--- src/rtl/shr_serializer.sv ---
// shr_serializer: snapshots a parallel pattern on a synchronized udr edge and shifts it MSB-first to an on-chip shift register
// Ports: clk/aclr_n board clock and async active-low reset; pattern/udr parallel word and JTAG update strobe;
// shr_clk/shr_data/shr_load serial interface to the DUT; busy/done/overrun transfer status.
module shr_serializer #(
  parameter int WIDTH   = 626,
  parameter int CLK_DIV = 25
) (
  input  logic             clk,
  input  logic             aclr_n,
  input  logic [WIDTH-1:0] pattern,
  input  logic             udr,
  output logic             shr_clk,
  output logic             shr_data,
  output logic             shr_load,
  output logic             busy,
  output logic             done,
  output logic             overrun
);
  localparam int DW = CLK_DIV > 1 ? $clog2(CLK_DIV) : 1;
  localparam int BW = $clog2(WIDTH);
  typedef enum logic [2:0] {IDLE, LOW, HIGH, LATCH, DONE} state_t;
  state_t           state, state_nxt;
  logic [DW-1:0]    div, div_nxt;
  logic [BW-1:0]    bitn, bitn_nxt;
  logic [WIDTH-1:0] shadow, shadow_nxt;
  logic             s1, s2, s3, req, ovr_nxt, div_end;
  assign req     = s2 & ~s3;
  assign div_end = div == DW'(CLK_DIV - 1);
  always_comb begin
    state_nxt  = state;
    div_nxt    = div_end ? '0 : div + DW'(1);
    bitn_nxt   = bitn;
    shadow_nxt = shadow;
    ovr_nxt    = overrun | (req & (state != IDLE));
    case (state)
      IDLE: begin
        div_nxt = '0;
        if (req) begin
          state_nxt  = LOW;
          shadow_nxt = pattern;
          bitn_nxt   = BW'(WIDTH - 1);
          ovr_nxt    = 1'b0;
        end
      end
      LOW:   state_nxt = div_end ? HIGH : LOW;
      HIGH:
        if (div_end) begin
          if (bitn == '0) state_nxt = LATCH;
          else begin
            state_nxt  = LOW;
            shadow_nxt = shadow << 1;
            bitn_nxt   = bitn - BW'(1);
          end
        end
      LATCH: state_nxt = div_end ? DONE : LATCH;
      default: state_nxt = IDLE;
    endcase
  end
  // Outputs are registered from the next-state values so they align with the state register and never glitch.
  always_ff @(posedge clk or negedge aclr_n) begin
    if (!aclr_n) begin
      {s1, s2, s3} <= '1;
      state        <= IDLE;
      div          <= '0;
      bitn         <= '0;
      shadow       <= '0;
      overrun      <= 1'b0;
      shr_clk      <= 1'b0;
      shr_data     <= 1'b0;
      shr_load     <= 1'b0;
      busy         <= 1'b0;
      done         <= 1'b0;
    end else begin
      s1       <= udr;
      s2       <= s1;
      s3       <= s2;
      state    <= state_nxt;
      div      <= div_nxt;
      bitn     <= bitn_nxt;
      shadow   <= shadow_nxt;
      overrun  <= ovr_nxt;
      shr_clk  <= state_nxt == HIGH;
      shr_data <= (state_nxt == LOW || state_nxt == HIGH) & shadow_nxt[WIDTH-1];
      shr_load <= state_nxt == LATCH;
      busy     <= state_nxt != IDLE;
      done     <= state_nxt == DONE;
    end
  end
endmodule

--- config.mk ---
export PLATFORM = sky130hd
export DESIGN_NAME = shr_serializer
export DESIGN_NICKNAME = d
export VERILOG_FILES = /design/src/rtl/shr_serializer.sv
export SDC_FILE = /design/constraint.sdc
export NUM_CORES = 1
export LEC_CHECK = 0
export ABC_AREA = 1
export CAP_MARGIN = 20
export CORE_MARGIN = 2
export CORE_UTILIZATION = 25
export CTS_BUF_LIST = sky130_fd_sc_hd__clkbuf_2 sky130_fd_sc_hd__clkbuf_4 sky130_fd_sc_hd__clkbuf_8
export DETAILED_ROUTE_END_ITERATION = 16
export PLACE_DENSITY = 0.43
export SYNTH_ARGS = -nofsm -noshare
export SYNTH_HDL_FRONTEND = slang
export SYNTH_SLANG_ARGS = --single-unit
--- constraint.sdc ---
create_clock -name clk -period 3.2 [get_ports clk]
set_input_delay 0.64 -clock clk [delete_from_list [all_inputs] [get_ports clk]]
set_output_delay 0.64 -clock clk [all_outputs]
set_load 0.05 [all_outputs]
After elaboration in Yosys (flattened, before gate mapping) --
Cells that the tools add are included.
Word-level totals: register bits 653, output and inout port bits 6, logic and storage cells 57
Operators by class: $add $sub $neg 2, equal/unequal tests 11, muxes and demuxes 18, bitwise operators 5, reductions and logical operators 7
Operators by type and width (number):
- $mux 626 | 3
- $pmux 626 s2 | 1
- $mux 10 | 3
- $pmux 10 s2 | 1
- $eq 3x2->1 const B | 4
- $pmux 3 s4 | 1
- $logic_not 10->1 | 1
- $mux 5 | 2
- $sub 10x1->10 const B | 1
- $mux 3 | 3
- $eq 3x1->1 const B | 2
- $ne 2x2->1 const B | 3
- $reduce_bool 3->1 | 2
- $add 5x1->5 const B | 1
- $eq 5x5->1 const B | 1
- $mux 2 | 2
- $reduce_and 4->1 | 1
- $and 1x1->1 | 3
- $eq 3x3->1 const B | 1
- $logic_not 3->1 | 1
- $mux 1 | 2
- $reduce_bool 2->1 | 1
- $logic_or 1x1->1 | 1
- $not 1->1 | 1
- $or 1x1->1 | 1

Longest topological paths before layout --
Gate-level depths: netlist of run 1.
word-level depth 7, depth in mapped cells 12

Worst setup path before layout of run 1 --
Ideal clock, no wire load.
path kind register -> register, from reg bitn[0], to reg shadow[475], library setup time 69 ps, arrival 1734 ps, setup slack 1397 ps, cell stages (with the launch flop) 12, path buffers 3, clock period less this slack 1803 ps, cells stage by stage dfrtp_1 inv_1 ha_1 nand2_1 nor2_4 nand3_4 o21ai_2 buf_6 buf_8 buf_4 nand2_1 nand3_1
Between the ends: longest elaborated chain between the ends 3
RTL lines:
- start, declared | line 24 | logic [BW-1:0] bitn, bitn_nxt;
- start signal, assigned | line 79 | bitn <= bitn_nxt;
- $logic_not 10->1 | line 48 | if (bitn == '0) state_nxt = LATCH;
- $ne 2x2->1 (no source line)
- $reduce_and 4->1 (no source line)
- end signal, assigned | line 80 | shadow <= shadow_nxt;
- end, declared | line 25 | logic [WIDTH-1:0] shadow, shadow_nxt;
Every way passes these cells. A chain may end at the register's enable or synchronous reset.

==> results.yml, run 1 <==
place:
  port_buffers: 634
  gp_congestion: 0.7880
  place.detailed.hpwl_um: 71030
  pre_cts_slack_ps: 687.0
min_path:
  hold-path-endpoint: "s1$_DFF_PN1_"
  hold_depth: 1
  hold_path_class: "input pin to register"
  min-delay-start: "udr"
clocking:
  cts.sinks: 653
  clock_path_buffers: 3
  cts_root_buf: "clkbuf_8"
  path_clk_slew_ps: 60
  cts_buffers: 121
  htree_levels: 3
  post_cts_buffers: 0
  clock_latency_ps: 790
  cts_tree: "done"
power_and_ir_drop:
  peakVddDrop_mv: 0.3508
  power.density_nw_per_um2: 725.9
  total_power_uw: 29030
  p_leak_uw: 0.01797
synthesis:
  ys_seq_elements: 653
  synth_fa_ha_area_frac: 0.001246
  synth_top_family_by_area: "simple AND/OR/NAND/NOR gates"
  synth_xor_area_frac: 0.002326
  syn_area_per_cell_um2: 8.425
  synth.distinct_cells: 32
  ys.flop_type: "dfrtp_1"
  async_flop_share: 1.000
  netlist_instances: 3575
  ys_warn_count: 0
  synth-edff-count: 0
  synth_simple_gate_area_frac: 0.3768
  ys_seq_area_frac: 0.5427
  synth_fp_nets: 4207
  synth.area.mux_share: 0
  synth.cell_area_um2: 30120
  synth_compound_area_frac: 0.003407
global_routing:
  first_global_vias: 27158
  grt_start_max_net_pins: 199
  grt_overflow_total: 0
  grtUsageTotal: 0.1645
  antenna_found_initial: 23
  grt_pass1_wl_um: 159400
die:
  die_area_um2: 123300
  initial_utilization: 0.2517
  io_pins: 635
  rows: 127
  core_um2: 119700
  die_w_um: 351.1
  die_h_um: 351.1
routing:
  vias: 26740
  ant_nets: 0
  vias_per_cell: 4.573
  drt_first_iter_violations: 2188
  wl_um: 104200
  drc: 0
  wire_per_inst_um: 17.81
  first_pass_iters: 5
timing:
  relSlewSlack: 0.1686
  fin_skew_ps: 50.08
  layout_setup_ws_ps: 583.7
  fmax_ghz: 0.3822
  report.final.setup_viol: 0
  period_share: 0.8176
  finalCriticalPeriod_ps: 2616
  max_slew.worst_pin.slew_ps: 1247
  final_hold_viol_count: 0
  timing.hold.ws_ps: 264.3
  rsz0062_at_grt: "no"
  drv_slew: 0
  tns_ps: 0
critical_path:
  crit_path_max_incr_delay_ps: 850
  r2r-end: "shadow[343]$_DFFE_PN0P_"
  worst_path_max_delay_cell: "clkdlybuf4s50_1"
  cp_cell_sequence: "clkdlybuf4s50_1"
  crit_family: "buffers and inverters"
  cp-start-kind: "register"
  path_max_fanout: 2
  r2r-start: "bitn[0]$_DFFE_PN0P_"
  end_kind: "primary output"
  crit_buf_inv: 1
  r2r_setup_slack_ps: 640
  crit_arrival_ps: 1980
  worst_ep_required_time_ps: 2560
  rr_worst_depth: 9
  crit_type: "register to primary output"
finish:
  fin_nets: 4767
  final_common_cell: "nand2_1"
  final_core_util: 0.3343
  drive_gt1_frac: 0.07780
  layout_common_cells: "nand2_1, nand3_1, dfrtp_1"
  syn2layout_area_growth_pct: 32.81
  fillCellCount: 12699
outcome:
  run_status: "completed"
job:
  timing.max_cap.violations: 0
## cell usage after synthesis, types with 3 or more instances
| cell | n | area (um^2) |
|---|---|---|
| a21oi_1 | 4 | 20.02 |
| buf_1 | 12 | 45.04 |
| buf_12 | 6 | 120.1 |
| buf_2 | 55 | 275.3 |
| buf_4 | 30 | 225.2 |
| buf_6 | 34 | 382.9 |
| buf_8 | 9 | 135.1 |
| clkbuf_1 | 81 | 304.0 |
| clkbuf_8 | 10 | 137.6 |
| dfrtp_1 | 650 | 16270 |
| dfstp_2 | 3 | 78.83 |
| dlygate4sd1_1 | 9 | 78.83 |
| dlymetal6s2s_1 | 24 | 300.3 |
| dlymetal6s4s_1 | 8 | 100.1 |
| ha_1 | 3 | 37.54 |
| inv_1 | 18 | 67.56 |
| inv_2 | 11 | 41.29 |
| nand2_1 | 1279 | 4801 |
| nand2_2 | 12 | 75.07 |
| nand3_1 | 1260 | 6306 |
| nor2_1 | 28 | 105.1 |
| nor2_4 | 3 | 33.78 |
| o21ai_0 | 6 | 30.03 |
| o21ai_1 | 6 | 30.03 |
| xnor2_1 | 3 | 26.28 |
| xor2_1 | 5 | 43.79 |
## routing by layer
metal	track usage	vias up	wire, um
li1	-	12995	-
met1	0.2210	12867	46920
met2	0.2608	671	48520
met3	0.03924	177	5916
met4	0.05089	30	2614
met5	0	-	191
## cell type report
type	count	area (um^2)	share of cell area
Antenna cell	7	17.52	0.0004379
Multi-Input combinational cell	2615	11570	0.2892
Timing Repair Buffer	715	7287	0.1822
Tap cell	1612	2017	0.05042
Sequential cell	653	16340	0.4086
Inverter	29	123.9	0.003097
Clock buffer	203	2469	0.06172
Clock inverter	14	173.9	0.004348
## through the flow
step,instance area (um^2),cells
2_1_floorplan,30120,3575
3_3_place_gp,37330,5623
3_5_place_dp,37330,5623
4_1_cts,39980,5841
5_1_grt,40000,5848
6_report,40000,5848
## power breakdown
group | total (uW) | internal [uW] | switching (uW) | leakage [uW]
logic | 6110 | 2820 | 3300 | 0.00845
clock network | 8740 | 5010 | 3730 | 0.00141
registers | 14200 | 12000 | 2130 | 0.00811
## how the worst max path moves through the flow
stage,slack [ps],start,cells past startpoint,to
final,580,register,1,overrun
after global routing,420,register,1,overrun
after CTS,460,register,1,overrun
after detailed placement,690,bitn[0]$_DFFE_PN0P_,9,shadow[343]$_DFFE_PN0P_
after global placement,720,bitn[0]$_DFFE_PN0P_,9,shadow[343]$_DFFE_PN0P_
after floorplan,1400,bitn[0]$_DFFE_PN0P_,11,shadow[475]$_DFFE_PN0P_
## what timing repair did
item	4_1_cts	5_1_grt
endpoints found under the setup margin	0	0
gates resized for setup	0	0
hold buffers	1	0
hold endpoints to repair	33	0
## flip-flops by register name, indices dropped and copies added (netlist names), named ones only
name and flops:
shr_clk 1, s1 1, shr_load 1, done 1, busy 1, state 3, shr_data 1, div 5
s2 1, s3 1, bitn 10, shadow 626
## cell families (layout without fill, tap and decap cells)
family                     after synthesis  in the layout
and+or+nand+nor                       2585           2585
DFF                                    653            653
buffers and inverters                  307            961
AOI/OAI and AO/OA                       19             19
xor gates and xnor gates                 8              8
adders and majority gates                3              3
other                                    0              7
Note: power is estimated with default switching activity, not from simulation.
==> inputs of run 2 (changes only) <==
- PLACE_DENSITY: 0.43 -> 0.45
- clock period: 3.2 -> 2.4 ns (I/O delays scaled with it)
==> run 2 against run 1 <==
Sequential power rose by 33%. Critical path type is now register to register. Total power grew 33%. Critical endpoint is now shadow[521]$_DFFE_PN0P_. Non-clock buffer count increased by 50. Core utilization grew 0.56 points. Critical path depth grew 10. Clock power grew 28%.
==> results.yml, run 2 (synthesis gave the netlist of run 1 again) <==
finish:
  stdcell_area_um2: 40680
  drive_gt1_frac: 0.08622
  final_common_cell: "nand2_1"
  largest_reg_flops: 626
  syn2layout_area_growth_pct: 35.05
  fin_nets: 4815
  layout_common_cells: "nand2_1, nand3_1, dfrtp_1"
  fillCellCount: 12686
  top_register: "shadow"
  reg_top3: "shadow (626), bitn (10), div (5)"
global_routing:
  grt_overflow_total: 0
  grt_pass1_wl_um: 160600
  first_global_vias: 27497
  grt_start_max_net_pins: 131
  antenna_found_initial: 12
  grtUsageTotal: 0.1659
die:
  core_um2: 119700
  die_area_um2: 123300
  die_h_um: 351.1
  die_w_um: 351.1
  initial_utilization: 0.2517
  io_pins: 635
  rows: 127
timing:
  final_hold_viol_count: 0
  fin_skew_ps: 58.00
  layout_setup_ws_ps: 170.4
  finalCriticalPeriod_ps: 2230
  rsz0062_at_grt: "yes"
  report.final.setup_viol: 0
  timing.hold.ws_ps: 156.2
  max_slew.worst_pin.slew_ps: 663.9
  fmax_ghz: 0.4485
  drv_slew: 0
  relSlewSlack: 0.5574
  period_share: 0.9290
critical_path:
  path_max_fanout: 42
  crit_arrival_ps: 2900
  crit_path_max_incr_delay_ps: 360
  crit_type: "register to register"
  r2r-end: "shadow[521]$_DFFE_PN0P_"
  r2r-start: "bitn[1]$_DFFE_PN0P_"
  r2r_setup_slack_ps: 170
  cp_cell_sequence: "inv_1 -> ha_1 -> nand2_1 -> nor2_4 -> nand3_4 -> o21ai_4 -> buf_12 -> buf_16 -> buf_16 -> nand2_1 -> nand3_1"
  worst_path_max_delay_cell: "dfrtp_1"
  rr_worst_depth: 11
  cp-start-kind: "register"
  worst_ep_required_time_ps: 3070
  end_kind: "register"
routing:
  wl_um: 104000
  drc: 0
  ant_nets: 0
  first_pass_iters: 5
  vias: 26857
  drt_first_iter_violations: 1965
  wire_per_inst_um: 17.68
  vias_per_cell: 4.564
clocking:
  clock_path_buffers: 3
  cts_tree: "done"
  htree_levels: 3
  cts_root_buf: "clkbuf_8"
  clock_latency_ps: 790
  cts_buffers: 119
  cts.sinks: 653
  path_clk_slew_ps: 60
min_path:
  hold_depth: 1
  hold_path_class: "input pin to register"
  min-delay-start: "udr"
  hold-path-endpoint: "s1$_DFF_PN1_"
place:
  place.detailed.hpwl_um: 72740
  place_area_um2: 38140
  port_buffers: 634
  gp_congestion: 0.7936
  pre_cts_slack_ps: 166.8
power_and_ir_drop:
  peakVddDrop_mv: 0.4480
  total_power_uw: 38540
  p_leak_uw: 0.01830
  power.density_nw_per_um2: 947.6
outcome:
  run_status: "completed"
job:
  timing.max_cap.violations: 0
run 2: where the power goes:
part | total, uW | switching [uW] | internal (uW)
registers | 18900 | 2870 | 16100
clock network | 11200 | 4920 | 6310
logic | 8380 | 4430 | 3950
run 2: final cells by class:
cell class	instances	area [um^2]	area share
Multi-Input combinational cell	2615	11570	0.2844
Inverter	29	123.9	0.003045
Clock buffer	189	2282	0.05611
Sequential cell	653	16340	0.4018
Timing Repair Buffer	765	8123	0.1997
Antenna cell	5	12.51	0.0003076
Tap cell	1612	2017	0.04959
Clock inverter	17	205.2	0.005045
run 2: repair_timing:
item,in CTS,in global routing
hold buffers,1,0
buffers inserted,0,0
resized for setup,6,5
endpoints found under the hold margin,275,0
setup endpoints to repair,6,32
run 2: stage by stage:
step | TNS (ps) | instances | util
4_1_cts | 0 | 5880 | 0.3396
2_1_floorplan | 0 | 3575 | -
3_3_place_gp | 0 | 5673 | 0.3188
6_report | 0 | 5885 | 0.3399
3_5_place_dp | 0 | 5673 | 0.3188
5_1_grt | -0.4430 | 5885 | 0.3399
run 2: worst max-delay path, delay by kind of cell, from the launching register on:
family                   cells  cell delay, ps
buffers and inverters        4             720
adder cells (fa/ha/maj)      1             210
AO/OA/AOI/OAI                1             220
AND/OR/NAND/NOR              5             530
flip-flops                   1             360
run 2: metal layers:
layer,track usage,up-vias,part of all wire
met5,0,-,0.00080
met4,0.05010,12,0.025
met3,0.03617,163,0.058
met2,0.2637,699,0.47
met1,0.2251,12908,0.45
li1,-,13075,-
run 2: worst max path at each step:
stage,startpoint,end,slack [ps]
final,bitn[1]$_DFFE_PN0P_,shadow[521]$_DFFE_PN0P_,170
after global routing,bitn[1]$_DFFE_PN0P_,shadow[502]$_DFFE_PN0P_,-0.4
after CTS,shr_load$_DFF_PN0_,shr_load,100
after detailed placement,bitn[1]$_DFFE_PN0P_,shadow[41]$_DFFE_PN0P_,170
after global placement,bitn[1]$_DFFE_PN0P_,shadow[535]$_DFFE_PN0P_,210
after floorplan,bitn[0]$_DFFE_PN0P_,shadow[475]$_DFFE_PN0P_,600
==> inputs of run 3 (changes only) <==
- CORE_ASPECT_RATIO: default -> 1.25
- PLACE_DENSITY: 0.45 -> default
==> run 3 against run 2 <==
Combinational power down 1%. First-iteration DRC count up 13%. Register-to-register slack about the same. Sequential power about the same. Via count up 1.6%. Fmax down 0.23%. Die area about the same. Hold slack better by 45 ps. Global-route usage down 1.4 points. Final cell count about the same.
==> results.yml, run 3 (synthesis gave the netlist of run 1 again) <==
die:
  die_w_um: 314.4
  initial_utilization: 0.2515
  io_pins: 635
  rows: 142
  die_h_um: 392.1
  core_um2: 119800
  die_area_um2: 123300
finish:
  final_common_cell: "nand2_1"
  fillCellCount: 12486
  drive_gt1_frac: 0.09152
  layout_common_cells: "nand2_1, nand3_1, dfrtp_1"
  reg_top3: "shadow (626), bitn (10), div (5)"
  largest_reg_flops: 626
  top_register: "shadow"
  stdcell_area_um2: 40490
  syn2layout_area_growth_pct: 34.45
  fin_nets: 4832
routing:
  vias: 27284
  vias_per_cell: 4.639
  wire_per_inst_um: 16.22
  drc: 0
  ant_nets: 0
  drt_first_iter_violations: 2211
  first_pass_iters: 6
  wl_um: 95410
timing:
  tns_ps: 0
  relSlewSlack: 0.6220
  fin_skew_ps: 29.08
  drv_slew: 0
  rsz0062_at_grt: "no"
  final_hold_viol_count: 0
  report.final.setup_viol: 0
  layout_setup_ws_ps: 165.3
  max_slew.worst_pin.slew_ps: 569.3
  finalCriticalPeriod_ps: 2235
  fmax_ghz: 0.4475
  period_share: 0.9311
power_and_ir_drop:
  clkPwrFrac: 0.285
  switching_share: 0.3166
  pwr-share-seq: 0.498
  power.density_nw_per_um2: 943.4
  p_int_uw: 26110
  power_frac_comb: 0.217
  p_sw_uw: 12090
  total_power_uw: 38200
  p_leak_uw: 0.01830
  peakVddDrop_mv: 0.3964
critical_path:
  path_max_fanout: 58
  r2r_setup_slack_ps: 170
  crit_type: "register to register"
  worst_ep_required_time_ps: 3110
  crit_arrival_ps: 2940
  r2r-start: "bitn[0]$_DFFE_PN0P_"
  critPathLaunch: "bitn[0]$_DFFE_PN0P_"
  end_kind: "register"
  rr_worst_depth: 10
  cp-start-kind: "register"
  r2r-end: "shadow[277]$_DFFE_PN0P_"
outcome:
  run_status: "completed"
clocking:
  clock_path_buffers: 3
  path_clk_slew_ps: 60
  cts.sinks: 653
  cts_tree: "done"
  htree_levels: 3
  cts_buffers: 110
  cts_root_buf: "clkbuf_8"
  post_cts_buffers: 0
  clock_latency_ps: 790
place:
  gp_congestion: 0.8346
  pre_cts_slack_ps: 183.5
  port_buffers: 634
  place.detailed.hpwl_um: 68620
  place_area_um2: 38020
job:
  timing.max_cap.violations: 0
global_routing:
  first_global_vias: 27131
  grt_overflow_total: 0
  grt_start_max_net_pins: 89
  grt_pass1_wl_um: 148700
  grtUsageTotal: 0.1520
  antenna_found_initial: 6
min_path:
  hold_path_class: "input pin to asynchronous set/reset pin"
-- run 3: changes by cell type in the layout (fill, tap and decap cells not counted), moves of 2 or more --
| cell | delta |
|---|---|
| buf_16 | -3 |
| clkinvlp_4 | +2 |
| clkbuf_8 | +6 |
| clkinv_8 | -2 |
| diode_2 | -2 |
| bufinv_16 | -2 |
| buf_12 | -19 |
| clkbuf_4 | -5 |
| buf_4 | +48 |
-- run 3: power by group through the flow --
stage                     clock, uW  combinational [uW]  sequential, uW
final                         10900                8280           19000
after global routing          11700                9670           19600
after CTS                     11300                8440           19000
after detailed placement          0                8440           19100
after global placement            0                8110           19000
after floorplan                   0                5830           18300
-- run 3: critical path: stages, from the launching register on --
cell and delay, ps:
dfrtp_1 380, inv_1 130, ha_1 220, nand2_1 100, nor2_4 170, nand3_4 120
o21ai_4 200, buf_12 280, buf_12 270, nand2_1 90, nand3_1 90
-- run 3: layout make-up --
class	instances	area (um^2)	share of cell area
clock buffers	190	2327	0.05747
well taps	1584	1982	0.04894
repair buffers	791	8019	0.1980
flip-flops and latches	653	16340	0.4036
clock inverters	16	122.6	0.003028
inverters	29	123.9	0.003059
diodes	3	7.507	0.0001854
multi-input cells	2615	11570	0.2857
-- run 3: timing repair --
| action | in CTS | in global routing |
|---|---|---|
| hold buffers | 2 | 0 |
| pin swaps | 0 | 0 |
| setup endpoints to repair | 6 | 9 |
| endpoints found under the hold margin | 303 | 0 |
| resized for setup | 6 | 1 |
-- run 3: routing by layer --
| metal | global-route usage | up-vias | wire length (um) |
|---|---|---|---|
| li1 | - | 13105 | - |
| met1 | 0.1964 | 13072 | 41170 |
| met2 | 0.2457 | 914 | 44590 |
| met3 | 0.02918 | 187 | 6132 |
| met4 | 0.06909 | 6 | 3478 |
| met5 | 0 | - | 38 |
-- run 3: worst max path at each step --
stage,end,cells after the start
3_5_place_dp,shadow[108]$_DFFE_PN0P_,10
2_1_floorplan,shadow[475]$_DFFE_PN0P_,11
5_1_grt,shadow[278]$_DFFE_PN0P_,10
4_1_cts,done,1
3_3_place_gp,shadow[124]$_DFFE_PN0P_,10
6_report,shadow[277]$_DFFE_PN0P_,10
-- run 3: through the flow --
stage,util,std cells,hold WS [ps]
2_1_floorplan,-,3575,184.4
3_3_place_gp,0.3175,5670,346.2
3_5_place_dp,0.3175,5670,347.6
4_1_cts,0.3381,5878,85.39
5_1_grt,0.3381,5880,144.9
6_report,0.3382,5881,200.9
